--- src/rtl/wall_drawer.sv ---
`default_nettype none
// ============================================================================
//  Module   : wall_drawer
//  Purpose  : Redraws the game wall on a start pulse. When an earlier wall is
//             on screen it is first erased with the background colour, then
//             the new wall is drawn with its hole. One pixel write per cycle
//             goes out to the VGA adapter, and done pulses once at the end.
//  Options  : WALL_HOLE_CLAMP_EN - when defined, the latched hole top is
//             clamped so that the whole gap stays inside the wall height.
//  Revision : 1.0 - initial release
// ============================================================================
module wall_drawer #(
    parameter int         WALL_WIDTH  = 4,
    parameter int         WALL_HEIGHT = 120,
    parameter int         HOLE_HEIGHT = 50,
    parameter int         SCREEN_W    = 160,
    parameter logic [2:0] WALL_COLOUR = 3'b010,
    parameter logic [2:0] BG_COLOUR   = 3'b000
) (
    input  logic       clk,
    input  logic       reset,
    input  logic       start,
    input  logic [7:0] wall_x,
    input  logic [7:0] hole_y,
    output logic [7:0] x,
    output logic [7:0] y,
    output logic [2:0] colour,
    output logic       plot,
    output logic       busy,
    output logic       done
);

    localparam int ROW_W = (WALL_HEIGHT > 1) ? $clog2(WALL_HEIGHT) : 1;
    localparam int COL_W = (WALL_WIDTH  > 1) ? $clog2(WALL_WIDTH)  : 1;

    localparam logic [1:0] S_IDLE  = 2'd0;
    localparam logic [1:0] S_ERASE = 2'd1;
    localparam logic [1:0] S_DRAW  = 2'd2;
    localparam logic [1:0] S_DONE  = 2'd3;

    logic [1:0]       state_q, state_d;
    logic [ROW_W-1:0] row_q, row_d;
    logic [COL_W-1:0] col_q, col_d;
    logic [7:0]       cur_x_q, cur_x_d;
    logic [7:0]       cur_hole_q, cur_hole_d;
    // The erase pass paints the whole old rectangle in background colour, so
    // the old hole position is never needed and only the old x is kept.
    logic [7:0]       prev_x_q, prev_x_d;
    logic             prev_valid_q, prev_valid_d;

    logic [7:0]       x_q, y_q;
    logic [2:0]       colour_q;
    logic             plot_q, busy_q, done_q;

    logic             w_emit, w_draw, w_done;
    logic [7:0]       w_base, w_hole, w_hole_in;
    logic             w_last;
    logic [ROW_W-1:0] w_row_adv;
    logic [COL_W-1:0] w_col_adv;
    logic [8:0]       w_px9, w_row9, w_hole9;
    logic             w_on_screen, w_in_hole;

`ifdef WALL_HOLE_CLAMP_EN
    assign w_hole_in = (hole_y > 8'(WALL_HEIGHT - HOLE_HEIGHT))
                     ? 8'(WALL_HEIGHT - HOLE_HEIGHT) : hole_y;
`else
    assign w_hole_in = hole_y;
`endif

    // Scan position bookkeeping: column fastest, then row.
    assign w_last    = (col_q == COL_W'(WALL_WIDTH - 1)) && (row_q == ROW_W'(WALL_HEIGHT - 1));
    assign w_col_adv = (col_q == COL_W'(WALL_WIDTH - 1)) ? '0 : col_q + 1'b1;
    assign w_row_adv = (col_q == COL_W'(WALL_WIDTH - 1)) ? row_q + 1'b1 : row_q;

    // Pixel arithmetic is done on the coordinates about to be registered,
    // 9 bits wide so neither the x sum nor the hole bound can wrap.
    assign w_px9       = {1'b0, w_base} + 9'(col_d);
    assign w_on_screen = (w_px9 < 9'(SCREEN_W));
    assign w_row9      = 9'(row_d);
    assign w_hole9     = {1'b0, w_hole};
    assign w_in_hole   = (w_row9 >= w_hole9) && (w_row9 < (w_hole9 + 9'(HOLE_HEIGHT)));

    // Next-state logic: picks the next pixel to emit and the phase it belongs to.
    always_comb begin
        state_d      = state_q;
        row_d        = row_q;
        col_d        = col_q;
        cur_x_d      = cur_x_q;
        cur_hole_d   = cur_hole_q;
        prev_x_d     = prev_x_q;
        prev_valid_d = prev_valid_q;
        w_emit       = 1'b0;
        w_draw       = 1'b0;
        w_done       = 1'b0;
        w_base       = cur_x_q;
        w_hole       = cur_hole_q;
        case (state_q)
            S_IDLE: begin
                if (start) begin
                    cur_x_d    = wall_x;
                    cur_hole_d = w_hole_in;
                    row_d      = '0;
                    col_d      = '0;
                    w_emit     = 1'b1;
                    if (prev_valid_q) begin
                        state_d = S_ERASE;
                        w_base  = prev_x_q;
                    end else begin
                        state_d = S_DRAW;
                        w_draw  = 1'b1;
                        w_base  = wall_x;
                        w_hole  = w_hole_in;
                    end
                end
            end
            S_ERASE: begin
                w_emit = 1'b1;
                if (w_last) begin
                    // First draw pixel follows the last erase pixel directly.
                    state_d = S_DRAW;
                    row_d   = '0;
                    col_d   = '0;
                    w_draw  = 1'b1;
                end else begin
                    row_d  = w_row_adv;
                    col_d  = w_col_adv;
                    w_base = prev_x_q;
                end
            end
            S_DRAW: begin
                if (w_last) begin
                    state_d      = S_DONE;
                    w_done       = 1'b1;
                    prev_x_d     = cur_x_q;
                    prev_valid_d = 1'b1;
                end else begin
                    w_emit = 1'b1;
                    w_draw = 1'b1;
                    row_d  = w_row_adv;
                    col_d  = w_col_adv;
                end
            end
            S_DONE: begin
                state_d = S_IDLE;
            end
            default: begin
                state_d = S_IDLE;
            end
        endcase
    end

    // State, counters and registered pixel outputs.
    always_ff @(posedge clk) begin
        if (reset) begin
            state_q      <= S_IDLE;
            row_q        <= '0;
            col_q        <= '0;
            cur_x_q      <= 8'd0;
            cur_hole_q   <= 8'd0;
            prev_x_q     <= 8'd0;
            prev_valid_q <= 1'b0;
            x_q          <= 8'd0;
            y_q          <= 8'd0;
            colour_q     <= BG_COLOUR;
            plot_q       <= 1'b0;
            busy_q       <= 1'b0;
            done_q       <= 1'b0;
        end else begin
            state_q      <= state_d;
            row_q        <= row_d;
            col_q        <= col_d;
            cur_x_q      <= cur_x_d;
            cur_hole_q   <= cur_hole_d;
            prev_x_q     <= prev_x_d;
            prev_valid_q <= prev_valid_d;
            plot_q       <= w_emit && w_on_screen;
            busy_q       <= (state_d != S_IDLE);
            done_q       <= w_done;
            if (w_emit) begin
                x_q      <= w_px9[7:0];
                y_q      <= 8'(row_d);
                colour_q <= (w_draw && !w_in_hole) ? WALL_COLOUR : BG_COLOUR;
            end
        end
    end

    assign x      = x_q;
    assign y      = y_q;
    assign colour = colour_q;
    assign plot   = plot_q;
    assign busy   = busy_q;
    assign done   = done_q;

endmodule
`default_nettype wire

--- config.mk ---
export PLATFORM = sky130hd
export DESIGN_NAME = wall_drawer
export DESIGN_NICKNAME = d
export VERILOG_FILES = /design/src/rtl/wall_drawer.sv
export SDC_FILE = /design/constraint.sdc
export NUM_CORES = 1
export LEC_CHECK = 0
export CORE_ASPECT_RATIO = 0.75
export CORE_MARGIN = 4
export CORE_UTILIZATION = 55
export CTS_BUF_LIST = sky130_fd_sc_hd__clkbuf_16
export CTS_CLUSTER_DIAMETER = 40
export CTS_CLUSTER_SIZE = 8
export DETAILED_ROUTE_END_ITERATION = 7
export GPL_ROUTABILITY_DRIVEN = 0
export PLACE_DENSITY = 0.79
export SYNTH_ARGS = -nofsm -noshare
export SYNTH_HDL_FRONTEND = slang
export SYNTH_SLANG_ARGS = --single-unit
--- constraint.sdc ---
create_clock -name clk -period 6 [get_ports clk]
set_input_delay 0.9 -clock clk [delete_from_list [all_inputs] [get_ports clk]]
set_output_delay 0.9 -clock clk [all_outputs]
set_load 0.05 [all_outputs]
Word-level counts from Yosys, hierarchy flattened --
Cells that the tools add are included.
Word-level totals: memory bits (read-only) 0, memories kept 0, flip-flop bits (word level) 57, latch bits 0, bits in writable memories 0, word-level logic and storage cells 66
Cells by class: bitwise gates (word level) 1, divide/modulo/power cells 0, equality and inequality tests 5, $mul 0, reduce and logical (&&, ||, !) cells 10, $add $sub $neg 4, order comparisons 3, mux-type cells 30, shift operators 0
Operators with widths (count):
- $mux 8 | 6
- $mux 7 | 4
- $pmux 7 s3 | 1
- $mux 2 | 9
- $pmux 8 s2 | 1
- $add 8x2->9 | 1
- $add 8x6->9 const B | 1
- $lt 7x9->1 | 1
- $lt 9x8->1 const B | 1
- $ge 7x8->1 | 1
- $pmux 2 s4 | 1
- $add 7x1->7 const B | 1
- $eq 7x7->1 const B | 1
- $eq 2x2->1 const B | 3
- $pmux 1 s3 | 2
- $pmux 2 s3 | 1
- $mux 1 | 5
- $logic_and 1x1->1 | 4
- $reduce_and 2->1 | 2
- $add 2x1->2 const B | 1
- $eq 2x1->1 const B | 1
- $logic_not 2->1 | 1
- $reduce_bool 2->1 | 1
- $reduce_or 2->1 | 1
- other kinds (2) | 2

Logic depth before layout (Yosys ltp) --
Gate-level depths: netlist (run 1).
word-level depth 9, mapped depth 16

Worst setup path before layout (run 1) --
OpenSTA, ideal clock, no wires.
kind register -> register, start point reg row_q[0], end point reg plot_q (netlist: plot), buffers on the path 3, required time 5884 ps, period minus slack after synthesis 3483 ps, stages on the path, launching flop included 15, path slack 2517 ps, arrival time 3366 ps, cells stage by stage dfxtp_1 > ha_1 > buf_2 > nand4b_4 > or2_2 > clkbuf_1 > a21oi_1 > buf_2 > a22oi_1 > fa_1 > inv_1 > o2111ai_1 > or3_1 > a211o_1 > and4_1
On the way: word-level cells in the longest chain between the ends 7, elaborated cells between the ends (all ways) 12, classes of those cells 1 x add/sub; 1 x order compare; 1 x eq/ne; 7 x mux; 2 x reduce/logical
Ends and longest elaborated chain:
- start: declaration | RTL line 42 | logic [ROW_W-1:0] row_q, row_d;
- start signal: assignment | RTL line 170 | row_q <= row_d;
- $eq 7x7->1 * | RTL line 71 | assign w_last = (col_q == COL_W'(WALL_WIDTH - 1)) && (row_q == ROW_W'(WALL_HEIGHT - 1));
- $logic_and 1x1->1 * | RTL line 71
- $mux 2, or another cell as far along | RTL line 131 | if (w_last) begin
- $pmux 2 s3 or $pmux 8 s2 (tied branches) | RTL line 97 | case (state_q)
- $add 8x2->9 | RTL line 77 | assign w_px9 = {1'b0, w_base} + 9'(col_d);
- $lt 9x8->1 | RTL line 78 | assign w_on_screen = (w_px9 < 9'(SCREEN_W));
- $logic_and 1x1->1 * | RTL line 176 | plot_q <= w_emit && w_on_screen;
- end signal: assignment | RTL line 176
- end: declaration | RTL line 53 | logic plot_q, busy_q, done_q;
Mark *: on every way between the ends. The rest lies on a longest branch, timed or not. A chain may end at the register's enable or synchronous reset.

Worst setup path after layout (run 1) --
start point reg col_q[0], end point reg plot_q (netlist: plot)
On the way: word-level cells in the longest chain between the ends 7, elaborated cells between the ends (all ways) 15, classes of those cells 2 x add/sub; 1 x order compare; 1 x eq/ne; 9 x mux; 2 x reduce/logical
Ends and longest elaborated chain:
- start: declaration | RTL line 43 | logic [COL_W-1:0] col_q, col_d;
- start signal: assignment | RTL line 171 | col_q <= col_d;
- $add 2x1->2 or $eq 2x2->1 (tied branches) | RTL line 72, 71
- $mux 2 or $logic_and 1x1->1 (tied branches) | RTL line 72, 71
- $mux 2 (on tied branches) | RTL line 131, 118
- $pmux 2 s3 * | RTL line 97
- net col_d[0] | RTL line 43
- $add 8x2->9 * | RTL line 77
- $lt 9x8->1 * | RTL line 78
- $logic_and 1x1->1 * | RTL line 176
Mark *: on every way through the listed nets, which the timed path passes. The rest lies on a longest branch.

==> run summary, run 1 <==
Post-synthesis cell type count: 63
Lkg Pwr: 1.53 nW
Tmin final: 4230 ps
Register area share after synthesis: 0.328
Unrepaired setup endpoints after global routing: no
Drc violations: 0
Initial Util: 0.573
Async S/R FF share, synth: 0
Skew-Pair Late Insertion Delay: 290 ps
CTS clk-pin slew, worst paths: 70 ps
Num CTS Buffers: 5
Critical path peak fanout: 13
Initial antenna violation count: 0
Final-stage net count: 477
IO Port Bufs: 37
Main combinational cell family by area after synthesis: simple AND/OR/NAND/NOR gates
Num rows: 24
Vias in the first global route: 2764
Crit start category: flip-flop
Post-CTS Resized: 0
CTS Root Cell: clkbuf_16
Synth Area in Adders: 0.0731
Slew Limit Fails: 0
Post-Route Setup TNS: 0 ps
DR WL/cell: 15.9 um
Crit-path leading delay family: simple AND/OR/NAND/NOR gates
CTS tree: yes
Max cap viols: 0
Post-Syn Area: 3350 um2
Cells after Synth: 415
Gr ovfl total: 0
Post-synth EDFFs: 0
Die area: 7430 um2
Final Cycle Share: 0.705
Synth Warn #: 0
Post-Route WL: 8220 um
Setup bufs post-CTS: 0
Critical path endpoint category: flip-flop
Vias: 3083
Post-cts hold buffer count: 0
Post-synth top area share: 0.328
Worst Hold Class: flip-flop to flip-flop
Post-Synth Simple-Gate Area: 0.227
Global-route wire length before repair: 13700 um
Slowest cell on crit path: or2_2
Layout cells sized above 1: 0.0795
Synth top cells by count: 63 x nand2_1, 55 x dfxtp_1, 52 x nor2_1
Fmax: 236 MHz
Bufs on Longest Clock Path: 2
Setup CP Type: flip-flop to flip-flop
Final hold vios: 0
Crit-path cells: ha_1 > nand3_1 > or2_2 > a21oi_1 > buf_4 > nand2_1 > o21ai_0 > ha_1 > inv_1 > fa_1 > inv_1 > o2111ai_1 > or3_1 > a211o_1 > and4_1
DR vias/cell: 5.95
Worst-margin pin slew: 1040 ps
Outcome: finished, final reports clean
Compound-cell area share of the yosys netlist: 0.221
Clock Skew: 4.33 ps
Largest net degree at the start of global routing: 56
Worst EP required: 6180 ps
Die height: 75.6 um
Leading area contributor after synthesis: dfxtp_1
All-Layer GR Usage: 0.227
Arr. time, crit path: 4410 ps
P&R area growth vs syn: 15.5%
Synth Register Bits: 55
Syn Area/Cell: 8.08 um2
DRT Pass-1 Iters: 5
# setup viols final: 0
Max rail drop VDD: 0.000135 V
Crit path largest cell delay: 490 ps
Starting DRT DRC Count: 289
Finished Core Util: 0.662
Mux cell area share after synthesis: 0.0664
Core area: 5860 um2
H-Tree Depth: 2
Dominant cells by area after synthesis: dfxtp_1 33%, nand2_1 7.0%, ha_1 6.7%, mux2i_1 6.0%, nor2_1 5.8%
Routed Antenna Nets: 0
Synth Area in XOR/XNOR: 0.0261
Rel. slew slack: 0.303
CP bufs+invs: 3
Post-DP HPWL: 5910 um
Most frequent cell after synthesis: nand2_1
Diodes inserted: 0
Sink Count: 55
Pwr Density: 262 nW/um2
Main flop type after synthesis: dfxtp_1
Die X: 98.2 um
I/O Pins: 41
## cells by family after synthesis
kind of cell               Yosys count
and+or+nand+nor                    161
AOI/OAI and AO/OA                  103
DFF                                 55
muxes                               22
xor gates and xnor gates            10
other                                1
adders and majority gates           19
buffers and inverters               44
## worst paths after layout
| kind | start | end | slack [ps] | cells past startpoint |
|---|---|---|---|---|
| worst max-delay path | col_q[0]$_SDFF_PP0_ | plot$_SDFF_PP0_ | 1770 | 15 |
| worst max register to register | col_q[0]$_SDFF_PP0_ | plot$_SDFF_PP0_ | 1770 | 15 |
| worst min register to register | cur_hole_q[7]$_SDFFE_PP0P_ | cur_hole_q[7]$_SDFFE_PP0P_ | 450 | 2 |
| worst min-delay path | cur_hole_q[7]$_SDFFE_PP0P_ | cur_hole_q[7]$_SDFFE_PP0P_ | 450 | 2 |
## metal layers
metal	global-route usage	up-vias	part of all wire	wire length, um
li1	-	1514	-	-
met1	0.340	1426	0.49	4020
met2	0.336	134	0.42	3450
met3	0.0512	9	0.082	671
met4	0.0485	0	0.0097	80
met5	0	-	0	0
## per-stage QoR
stage	total power, mW	instances	hold slack (ps)	instance area (um2)	worst slack [ps]
3_5_place_dp	0.742	510	445	3740	1780
2_1_floorplan	0.650	417	432	3360	2520
6_report	1.01	518	452	3870	1770
3_3_place_gp	0.735	510	439	3740	1930
4_1_cts	1.02	518	454	3870	1840
5_1_grt	1.07	518	474	3870	1500
## cells in the final DEF, fill, tap and decap left out, drive strengths merged, types with 3 or more instances in the layout
cell type      synthesis  layout
o21ai                 17      17
inv                   18      19
mux2i                 20      20
a22oi                  4       4
clkdlybuf4s50          0      36
clkbuf                14       5
o221a                  3       3
nand2                 63      63
nand2b                 3       3
a21oi                 34      34
dfxtp                 55      55
nand4                  4       4
nand3                  8       8
ha                    18      18
nor3                   9       9
nor2                  53      53
o221ai                 5       5
a211oi                11      11
or2                    4       4
xnor2                  6       6
buf                   12       5
conb                   1       3
a31oi                  3       3
nor2b                  5       5
o21a                   3       3
xor2                   4       4
## sequential cells by signal (all words and copies together) (netlist names)
signal	count
x	8
col_q	2
busy	1
y	7
cur_x_q	8
state_q	2
prev_x_q	8
cur_hole_q	8
plot	1
prev_valid_q	1
colour	1
row_q	7
done	1
## layout make-up
type / count / area (um2)
multi-input cells: 318 / 2080
fillers: 503 / 1980
flip-flops and latches: 55 / 1100
repair buffers: 41 / 395
clock buffers: 5 / 125
well taps: 78 / 97.6
inverters: 18 / 67.6
clock inverters: 3 / 11.3
## report_power, final
group / switching (mW) / leakage, nW / internal (mW)
sequential: 0.0265 / 0.449 / 0.393
combinational: 0.201 / 1.01 / 0.118
clock: 0.126 / 0.0701 / 0.151
total: 0.353 / 1.53 / 0.662
## worst reg2reg max path: stages, from the launching register on
cell and delay [ps]:
dfxtp_1 370, ha_1 480, nand3_1 400, or2_2 490, a21oi_1 160, buf_4 210, nand2_1 70, o21ai_0 100
ha_1 210, inv_1 60, fa_1 380, inv_1 70, o2111ai_1 250, or3_1 400, a211o_1 290, and4_1 190
Power figures use the tool's default switching activity.
==> inputs of run 2 (changes only) <==
Clock period 6 ns to 3.9 ns, I/O delays scaled along.
==> run summary, run 2 (synthesis results as in run 1) <==
Sink Count: 55 (unchanged)
Crit path largest cell delay: 450 ps (-40 ps)
Net switching power figure: 0.544 mW (+54%)
Die X: 98.2 um (unchanged)
Crit-path cells: ha_2 > nand4b_4 > or2_2 > a21oi_1 > nand2_1 > o21ai_0 > ha_1 > inv_1 > fa_1 > inv_1 > o2111ai_1 > or3_1 > a211o_1 > and4_1
Reg2reg end: plot$_SDFF_PP0_
Critical path endpoint category: flip-flop
Worst Hold Path EP: cur_hole_q[7]$_SDFFE_PP0P_
Global-route wire length before repair: 13600 um (-0.86%)
CTS clk-pin slew, worst paths: 70 ps (about the same)
Rel. slew slack: 0.561 (+0.258)
Die area: 7430 um2 (unchanged)
Register-to-register setup slack: 240 ps (-1530 ps)
Sw Ratio: 0.346 (-0.00177)
Crit-path leading delay family: simple AND/OR/NAND/NOR gates
Inst Count DP: 519 (+1.8%)
Worst Hold Class: flip-flop to flip-flop
Pwr Density: 398 nW/um2 (+52%)
DRT Pass-1 Iters: 5 (unchanged)
Met2 Track Usage GR: 0.358 (+0.0226)
Hold path start: cur_hole_q[7]$_SDFFE_PP0P_
Most common cell after layout, fill and taps aside: nand2_1
Fmax: 273 MHz (+15%)
Final hold vios: 0 (unchanged)
CTS Root Cell: clkbuf_16
R2r startpoint: row_q[0]$_SDFF_PP0_
Pint: 1.03 mW (+55%)
Starting DRT DRC Count: 181 (-37%)
Final Cycle Share: 0.939 (+0.234)
Die height: 75.6 um (unchanged)
Placed instance area: 3810 um2 (+1.8%)
Setup Slack @ Placement: 110 ps (-1670 ps)
IO Port Bufs: 37 (unchanged)
Crit-path most repeated cell: inv_1
Filler cells: 495 (-1.6%)
Setup ws final: 237 ps (-1530 ps)
Finished Core Util: 0.673 (+0.0115)
DR vias/cell: 5.96 (+0.11%)
Overall power: 1.57 mW (+55%)
Skew-Pair Late Insertion Delay: 290 ps (about the same)
Lkg Pwr: 1.56 nW (+2.4%)
Min Hold Slack: 451 ps (-0.354 ps)
Bufs on Longest Clock Path: 2 (unchanged)
I/O Pins: 41 (unchanged)
Num rows: 24 (unchanged)
Vias: 3134 (+1.7%)
Final-stage net count: 486 (+1.9%)
DR WL/cell: 15.8 um (-0.36%)
Worst EP required: 4090 ps (-2090 ps)
Post-cts hold buffer count: 0 (unchanged)
Post-Layout Cell Count: 526 (+1.5%)
Tmin final: 3660 ps (-566 ps)
# setup viols final: 0 (unchanged)
CP bufs+invs: 2 (-1)
Outcome: finished, final reports clean
Vias in the first global route: 2825 (+2.2%)
Comb power frac: 0.325 (+0.010)
Critical path peak fanout: 8 (-5)
Max cap viols: 0 (unchanged)
Flop pwr share: 0.407 (-0.006)
Crit start category: flip-flop
Fin area: 3940 um2 (+1.7%)
Drc violations: 0 (unchanged)
Arr. time, crit path: 3850 ps (-560 ps)
Largest net degree at the start of global routing: 30 (-46%)
Post-Route Setup TNS: 0 ps (unchanged)
Layout cells sized above 1: 0.103 (+0.0231)
Slew Limit Fails: 0 (unchanged)
Worst R2R Path Depth: 14 (-1)
M1 GR Usage: 0.314 (-0.0253)
All-Layer GR Usage: 0.226 (-0.000663)
Clock Skew: 4.84 ps (+0.513 ps)
Gr ovfl total: 0 (unchanged)
GR Util met3: 0.0558 (+0.00457)
Initial Util: 0.573 (unchanged)
Worst-margin pin slew: 658 ps (-387 ps)
Num CTS Buffers: 5 (unchanged)
Most frequent cells in the layout: 63 x nand2_1, 55 x dfxtp_1, 52 x nor2_1, 36 x clkdlybuf4s50_1, 33 x a21oi_1
Setup bufs post-CTS: 0 (unchanged)
CTS tree: yes
Post-Route WL: 8320 um (+1.2%)
H-Tree Depth: 2 (unchanged)
Initial antenna violation count: 0 (unchanged)
Max rail drop VDD: 0.000289 V (+110%)
Routed Antenna Nets: 0 (unchanged)
Core area: 5860 um2 (unchanged)
Share of total power in the clock network: 0.268 (-0.004)
Diodes inserted: 0 (unchanged)
Slowest cell on crit path: dfxtp_1
Setup CP Type: flip-flop to flip-flop
Unrepaired setup endpoints after global routing: no
P&R area growth vs syn: 17.5%
Post-DP HPWL: 6080 um (+3.0%)
Gr busiest metal: met2
Hold path depth: 2 (unchanged)
## run 2: changes by cell type in the layout (fill, tap and decap cells not counted)
cell | before | now
buf_4 | 4 | 13
clkinv_1 | 2 | 1
clkinv_2 | 0 | 1
ha_1 | 18 | 17
ha_2 | 0 | 1
inv_1 | 19 | 18
## run 2: final cells by class
cell class,count,area [um2],share of cell area
timing repair buffer,50,463,0.117
tap,78,97.6,0.0248
clock inverter,2,8.76,0.00222
clock buffer,5,125,0.0317
sequential,55,1100,0.279
multi-input combinational,318,2080,0.527
inverter,18,67.6,0.0171
## run 2: power by group through the flow
stage | clock [mW] | combinational (mW) | sequential [mW]
after floorplan | 0 | 0.276 | 0.725
after global placement | 0 | 0.492 | 0.650
after detailed placement | 0 | 0.502 | 0.651
after CTS | 0.428 | 0.507 | 0.639
after global routing | 0.446 | 0.555 | 0.646
final | 0.421 | 0.511 | 0.639
## run 2: per-layer routing
| metal | up-vias | wire length (um) |
|---|---|---|
| met5 | - | 0 |
| met4 | 0 | 78 |
| met3 | 15 | 698 |
| met2 | 148 | 3580 |
| met1 | 1443 | 3970 |
| li1 | 1528 | - |
## run 2: worst max path at each step
| stage | from | end | slack, ps | cells past startpoint |
|---|---|---|---|---|
| floorplan | row_q[0]$_SDFF_PP0_ | plot$_SDFF_PP0_ | 420 | 14 |
| global placement | start | colour[1]$_SDFFE_PP0P_ | 310 | 14 |
| global route | state_q[1]$_SDFF_PP0_ | plot$_SDFF_PP0_ | 50 | 12 |
| CTS | row_q[0]$_SDFF_PP0_ | plot$_SDFF_PP0_ | 210 | 14 |
| finish | row_q[0]$_SDFF_PP0_ | plot$_SDFF_PP0_ | 240 | 14 |
| detailed placement | start | colour[1]$_SDFFE_PP0P_ | 110 | 14 |
## run 2: worst reg2reg max path, cell delays in order (launching register included)
cell and delay (ps):
dfxtp_1 450, ha_2 340, nand4b_4 190, or2_2 440
a21oi_1 290, nand2_1 80, o21ai_0 100, ha_1 200
inv_1 60, fa_1 410, inv_1 80, o2111ai_1 120
or3_1 330, a211o_1 290, and4_1 190
## run 2: timing repair
action,CTS,global route
endpoints found under the setup margin,0,2
gates resized for setup,0,1
endpoints found under the hold margin,0,0
